## config.mk

```make
export PLATFORM = sky130hd
export DESIGN_NAME = shift_arbiter
export DESIGN_NICKNAME = d
export VERILOG_FILES = /design/src/rtl/shift_arbiter_pkg.sv /design/src/rtl/shift.sv /design/src/rtl/shift_arbiter_rr_arb2.sv /design/src/rtl/shift_arbiter.sv
export SDC_FILE = /design/constraint.sdc
export NUM_CORES = 1
export LEC_CHECK = 0
export CORE_MARGIN = 8
export CORE_UTILIZATION = 53
export DETAILED_ROUTE_END_ITERATION = 12
export DONT_BUFFER_PORTS = 1
export GPL_ROUTABILITY_DRIVEN = 0
export PLACE_DENSITY = 0.68
export SLEW_MARGIN = 5
export SYNTH_ARGS = -nofsm -noshare
export SYNTH_HDL_FRONTEND = slang
export SYNTH_HIERARCHICAL = 1
export SYNTH_SLANG_ARGS = --single-unit
```

## constraint.sdc

```tcl
create_clock -name clk -period 6.2 [get_ports clk]
set_input_delay 0.31 -clock clk [delete_from_list [all_inputs] [get_ports clk]]
set_output_delay 0.31 -clock clk [all_outputs]
set_load 0.01 [all_outputs]
```

## src/rtl/shift_arbiter_pkg.sv

```systemverilog
// Shared definitions for the shift arbiter slice.
//   - shift op encodings (ISLL / ISRL / ISRA)
//   - default widths for data, shift amount and op code
//   - response-buffer state encoding
//   - op_legal(): true for the three shift encodings
package shift_arbiter_pkg;

  localparam int DEF_XLEN = 32;
  localparam int DEF_SH_W = 5;
  localparam int DEF_OP_W = 5;

  localparam logic [DEF_OP_W-1:0] ISLL = 5'h01;
  localparam logic [DEF_OP_W-1:0] ISRL = 5'h05;
  localparam logic [DEF_OP_W-1:0] ISRA = 5'h0D;

  typedef enum logic {
    EMPTY = 1'b0,
    FULL  = 1'b1
  } state_t;

  function automatic logic op_legal(input logic [DEF_OP_W-1:0] op);
    return (op == ISLL) || (op == ISRL) || (op == ISRA);
  endfunction

endpackage

```

## src/rtl/shift.sv

```systemverilog
// Combinational shifter shared by both requesters.
// Ports:
//   op     in  OP_W  instruction code
//   a      in  XLEN  operand
//   b      in  SH_W  shift amount
//   result out XLEN  shifted value (unknown codes fall through to SRA)
module shift
  import shift_arbiter_pkg::*;
#(
  parameter int XLEN = DEF_XLEN,
  parameter int SH_W = DEF_SH_W,
  parameter int OP_W = DEF_OP_W
) (
  input  logic [OP_W-1:0] op,
  input  logic [XLEN-1:0] a,
  input  logic [SH_W-1:0] b,
  output logic [XLEN-1:0] result
);

  logic signed [XLEN-1:0] a_s;
  assign a_s = a;

  always_comb begin
    result = a;
    case (op)
      ISLL:    result = a << b;
      ISRL:    result = a >> b;
      default: result = a_s >>> b;
    endcase
  end

endmodule

```

## src/rtl/shift_arbiter_rr_arb2.sv

```systemverilog
// Two-way round-robin grant.
// Ports:
//   clk, rst   clock / synchronous active-high reset
//   v0, v1     requester valids
//   accept     a granted request was taken this cycle
//   grant      index of the requester that wins this cycle
// last_grant resets to 1 so requester 0 wins the first contested cycle.
module shift_arbiter_rr_arb2 (
  input  logic clk,
  input  logic rst,
  input  logic v0,
  input  logic v1,
  input  logic accept,
  output logic grant
);

  logic last_grant;

  // With a single valid requester it simply wins; ties go to the one
  // that did not win last time.
  assign grant = (v0 & v1) ? ~last_grant : v1;

  always_ff @(posedge clk) begin
    if (rst) begin
      last_grant <= 1'b1;
    end else if (accept) begin
      last_grant <= grant;
    end
  end

endmodule

```

## src/rtl/shift_arbiter.sv

```systemverilog
// Arbitrates two requesters onto one shifter and holds the result in a
// one-entry response buffer with valid/ready handshake.
// Ports:
//   clk, rst                      clock / synchronous active-high reset
//   reqN_valid/ready/op/a/b       requester N channel (N = 0, 1)
//   resp_valid/ready              response handshake
//   resp_id                       requester index of the held result
//   resp_result                   shifted value (operand for illegal ops)
//   resp_err                      held op was not a shift encoding
//   busy                          result held and not drained this cycle
module shift_arbiter
  import shift_arbiter_pkg::*;
#(
  parameter int XLEN = DEF_XLEN,
  parameter int OP_W = DEF_OP_W,
  parameter int SH_W = DEF_SH_W
) (
  input  logic            clk,
  input  logic            rst,
  input  logic            req0_valid,
  output logic            req0_ready,
  input  logic [OP_W-1:0] req0_op,
  input  logic [XLEN-1:0] req0_a,
  input  logic [SH_W-1:0] req0_b,
  input  logic            req1_valid,
  output logic            req1_ready,
  input  logic [OP_W-1:0] req1_op,
  input  logic [XLEN-1:0] req1_a,
  input  logic [SH_W-1:0] req1_b,
  output logic            resp_valid,
  input  logic            resp_ready,
  output logic            resp_id,
  output logic [XLEN-1:0] resp_result,
  output logic            resp_err,
  output logic            busy
);

  state_t state_q, state_d;

  logic            can_accept;
  logic            grant;
  logic            accept_p0;
  logic [OP_W-1:0] op_p0;
  logic [XLEN-1:0] a_p0;
  logic [SH_W-1:0] b_p0;
  logic [XLEN-1:0] shifted_p0;
  logic            legal_p0;
  logic [XLEN-1:0] result_d_p0;

  logic [XLEN-1:0] result_p1;
  logic            id_p1;
  logic            err_p1;

  // ---- stage 0: arbitration and shift ----
  assign can_accept = (state_q == EMPTY) | ((state_q == FULL) & resp_ready);

  shift_arbiter_rr_arb2 u_arb (
    .clk    (clk),
    .rst    (rst),
    .v0     (req0_valid),
    .v1     (req1_valid),
    .accept (accept_p0),
    .grant  (grant)
  );

  assign req0_ready = can_accept & (grant == 1'b0);
  assign req1_ready = can_accept & (grant == 1'b1);
  assign accept_p0  = (req0_valid & req0_ready) | (req1_valid & req1_ready);

  assign op_p0 = grant ? req1_op : req0_op;
  assign a_p0  = grant ? req1_a  : req0_a;
  assign b_p0  = grant ? req1_b  : req0_b;

  shift #(.XLEN(XLEN), .SH_W(SH_W), .OP_W(OP_W)) u_shift (
    .op     (op_p0),
    .a      (a_p0),
    .b      (b_p0),
    .result (shifted_p0)
  );

  // Unknown codes pass the operand through instead of the shifter's SRA.
  assign legal_p0    = op_legal(op_p0);
  assign result_d_p0 = legal_p0 ? shifted_p0 : a_p0;

  always_comb begin
    state_d = state_q;
    case (state_q)
      EMPTY:   if (accept_p0) state_d = FULL;
      FULL:    if (resp_ready && !accept_p0) state_d = EMPTY;
      default: state_d = EMPTY;
    endcase
  end

  // ---- stage 1: response buffer ----
  always_ff @(posedge clk) begin
    if (rst) begin
      state_q   <= EMPTY;
      result_p1 <= '0;
      id_p1     <= 1'b0;
      err_p1    <= 1'b0;
    end else begin
      state_q <= state_d;
      if (accept_p0) begin
        result_p1 <= result_d_p0;
        id_p1     <= grant;
        err_p1    <= ~legal_p0;
      end
    end
  end

  assign resp_valid  = (state_q == FULL);
  assign resp_result = result_p1;
  assign resp_id     = id_p1;
  assign resp_err    = err_p1;
  assign busy        = (state_q == FULL) & ~resp_ready;

endmodule

```

==> results.toml <==
[timing]
tns_ns = 0
finalSetupViolCount = 0
maxSlewHeadroom_pct = 23.1
rsz0062_at_grt = "false"
layout_min_cycle_time_ns = 4.83
hold_viol = 0
setup_slack_ns = 1.37
max_freq_mhz = 207
slew_violations = 0
tightestPinTransition_ns = 1.15
finalCritPeriodShare_pct = 77.8
fin_worst_skew_ns = 0.00311

[synthesis]
synth_fa_ha_area_share_pct = 0
muxShareOfSynthArea_pct = 49.7
syn_avg_cell_area_um2 = 9.39
synth-simple-area-share_pct = 13.1
synth_xor_xnor_area_share_pct = 0
ys_types = 69
synthArstFlopShare_pct = 0
synth_compound_gate_area_share_pct = 19.1
synth_edf_count = 0
synth_area_mm2 = 0.00702
yosysSeqAreaShare_pct = 10.3
ys_ff_latch = 36
yosys_most_used_dff = "dfxtp_1"
yosysWarnings = 6
synth_top_family_by_area = "multiplexers"
syn-num-nets = 837
syn_inst = 748

[critical_path]
critPathRequiredTime_ns = 6.37
critical_path.max_stage_delay_ns = 0.90
slowest_stage = "nor4b_4"
arrival_ns = 5.00
rrSetupSlack_ns = 1.37
cp_max_fo = 24
worstSetupEndpointType = "register"
worst_r2r_path_depth = 10
cpMostUsedCell = "mux2_4"
timing.rr.start = "u_arb/last_grant"
worstReg2RegEnd = "resp_result[15]"
critPathKind = "reg2reg"
start_kind = "register"
path_cells = "a21boi_4 > buf_4 > mux2_4 > nor4b_4 > nand2_1 > nor2_1 > a211oi_1 > a32o_1 > mux2_4 > a22o_1"

[clock_tree]
post_cts_buffers = 0
clock_latency_ns = 0.28
cts_hold_buffers = 0
cts_tree = "yes"
clk_pin_slew_worst_paths_ns = 0.05
cts_buffers = 5
root_buffer = "clkbuf_16"
cts_max_path_buffers = 2
htreeDepth = 2
clock-sinks = 36
ctsResizeCount = 0

[power]
p_int_mw = 0.802
power.leakage_nw = 2.67
peakVddDrop_mv = 0.0888
power_frac_comb_pct = 62.8
p_sw_mw = 0.639
power.density_mw_per_mm2 = 205
p_sw_share_pct = 44.3
p_clk_share_pct = 17.5
seqPwrFrac_pct = 19.7

[layout]
stdcell_count = 858
layout.nets = 770
drive_gt1_share_pct = 29.5
final_util_pct = 53.6
diodes = 0
synthToLayoutAreaGrowth_pct = -0.0891

[die]
core_area_mm2 = 0.0131
io_pins = 127
die_y_um = 131
start_util_pct = 53.7
rows = 42
die_area_mm2 = 0.0172
die_w_um = 131

[drt]
ant_nets = 0
wl_um = 25200
viasPerCell = 7.94
drt_iter0_markers = 1284
remaining_drc_errors = 0
wl_per_cell_um = 29.4
drtPass1Iterations = 8
via_count = 6809

[global_route]
antenna_found_initial = 0
first_global_vias = 6515
globalRouteOverflowTotal = 0
grt_max_degree = 79
grt_pass1_wl_um = 38900
grt_use_total_pct = 27.8

[worst_hold_path]
hold_start = "rst"
hold_class = "in2reg"
hold-path-endpoint = "resp_valid"
holdPathStages = 1

[place]
dp.cells = 850
dpl.hpwl_um = 18200
pre_cts_slack_ns = 1.50
portBuffers = 0

[outcome]
status = "finished clean"

[run]
maxCapViolCount = 0
==> sequential cells by signal, indices dropped and copies added (netlist names) <==
register / count
resp_err: 1
resp_id: 1
resp_result: 32
resp_valid: 1
u_arb/last_grant: 1
==> synthesized netlist by cell type, types with 9 or more instances <==
cell / instances / share of area, %
o211ai_1: 23 / 2.5
dfxtp_1: 36 / 10
o21ai_0: 15 / 1.1
nor2_1: 62 / 3.3
nor3_1: 18 / 1.3
clkbuf_1: 42 / 2.2
buf_2: 24 / 1.7
a21oi_1: 26 / 1.9
nand2_1: 58 / 3.1
a22o_1: 33 / 4.1
mux2i_1: 68 / 9.7
mux2_4: 31 / 6.6
inv_1: 11 / 0.59
mux4_2: 66 / 21
o22ai_1: 9 / 0.80
a31oi_1: 11 / 0.98
buf_6: 14 / 2.2
nand3_1: 14 / 1.0
mux2_2: 68 / 11
==> critical path, delay by kind of cell, from the launching register on <==
| family | cells | cell delay (ns) |
|---|---|---|
| and+or+nand+nor | 3 | 2.26 |
| AOI/OAI and AO/OA | 4 | 1.11 |
| muxes | 2 | 0.62 |
| buffers and inverters | 1 | 0.38 |
| DFF | 1 | 0.34 |
==> layer usage <==
metal	track usage (%)	wire (µm)	up-vias
met3	8.04	3560	111
met2	42.4	11200	632
met1	35.2	9220	3246
met4	13.8	1230	0
met5	0	0	-
li1	-	-	2820
==> power groups by stage <==
stage / sequential (mW) / clock [mW] / combinational [mW]
after floorplan: 0.282 / 0 / 0.692
after global placement: 0.289 / 0 / 0.854
after detailed placement: 0.289 / 0 / 0.866
after CTS: 0.285 / 0.259 / 0.868
after global routing: 0.287 / 0.266 / 0.942
final: 0.284 / 0.253 / 0.905
==> kinds of logic after synthesis <==
| kind of cell | after synthesis |
|---|---|
| mux | 237 |
| simple gates | 194 |
| compound gates | 180 |
| buf+inv | 101 |
| flops | 36 |
==> worst max-delay path by stage <==
stage | cells past startpoint | to | from
floorplan | 14 | resp_result[2] | req1_valid
global placement | 11 | resp_result[1] | req1_valid
detailed placement | 10 | resp_result[15] | u_arb/last_grant
CTS | 10 | resp_result[15] | u_arb/last_grant
global route | 10 | resp_result[15] | u_arb/last_grant
finish | 10 | resp_result[15] | u_arb/last_grant
==> final cells by class <==
class,instances,area [µm²]
multi-input cells,611,5770
clock buffers,6,139
inverters,12,45.0
clock inverters,2,10.0
flip-flops and latches,36,721
well taps,176,220
repair buffers,15,113
fillers,1207,6070
==> through the flow <==
stage	hold WS [ns]	total power, mW	cell area [µm²]
floorplan	0.379	0.973	7020
global placement	0.384	1.14	6870
detailed placement	0.384	1.16	6870
CTS	0.0837	1.41	7020
global route	0.0848	1.50	7020
finish	0.0899	1.44	7020
==> cell usage in the layout, fill, tap and decap left out, types with 3 or more instances in the layout <==
master / instances
mux2i_1: 68
mux2_2: 67
mux4_2: 66
nor2_1: 60
nand2_1: 58
dfxtp_1: 36
a22o_1: 33
mux2_4: 32
a21oi_1: 26
o211ai_1: 23
nor3_1: 18
buf_4: 15
o21ai_0: 15
nand3_1: 14
inv_1: 11
a31oi_1: 11
o22ai_1: 9
and2_1: 8
nor2b_1: 8
a22oi_1: 7
a211oi_1: 7
a221oi_1: 6
nand2b_1: 5
clkbuf_16: 5
a32o_1: 4
nand4_1: 4
a2bb2oi_1: 4
or2_2: 3
mux4_1: 3
o32ai_1: 3
or3_1: 3
No activity file was read; power rests on OpenSTA's default activity.
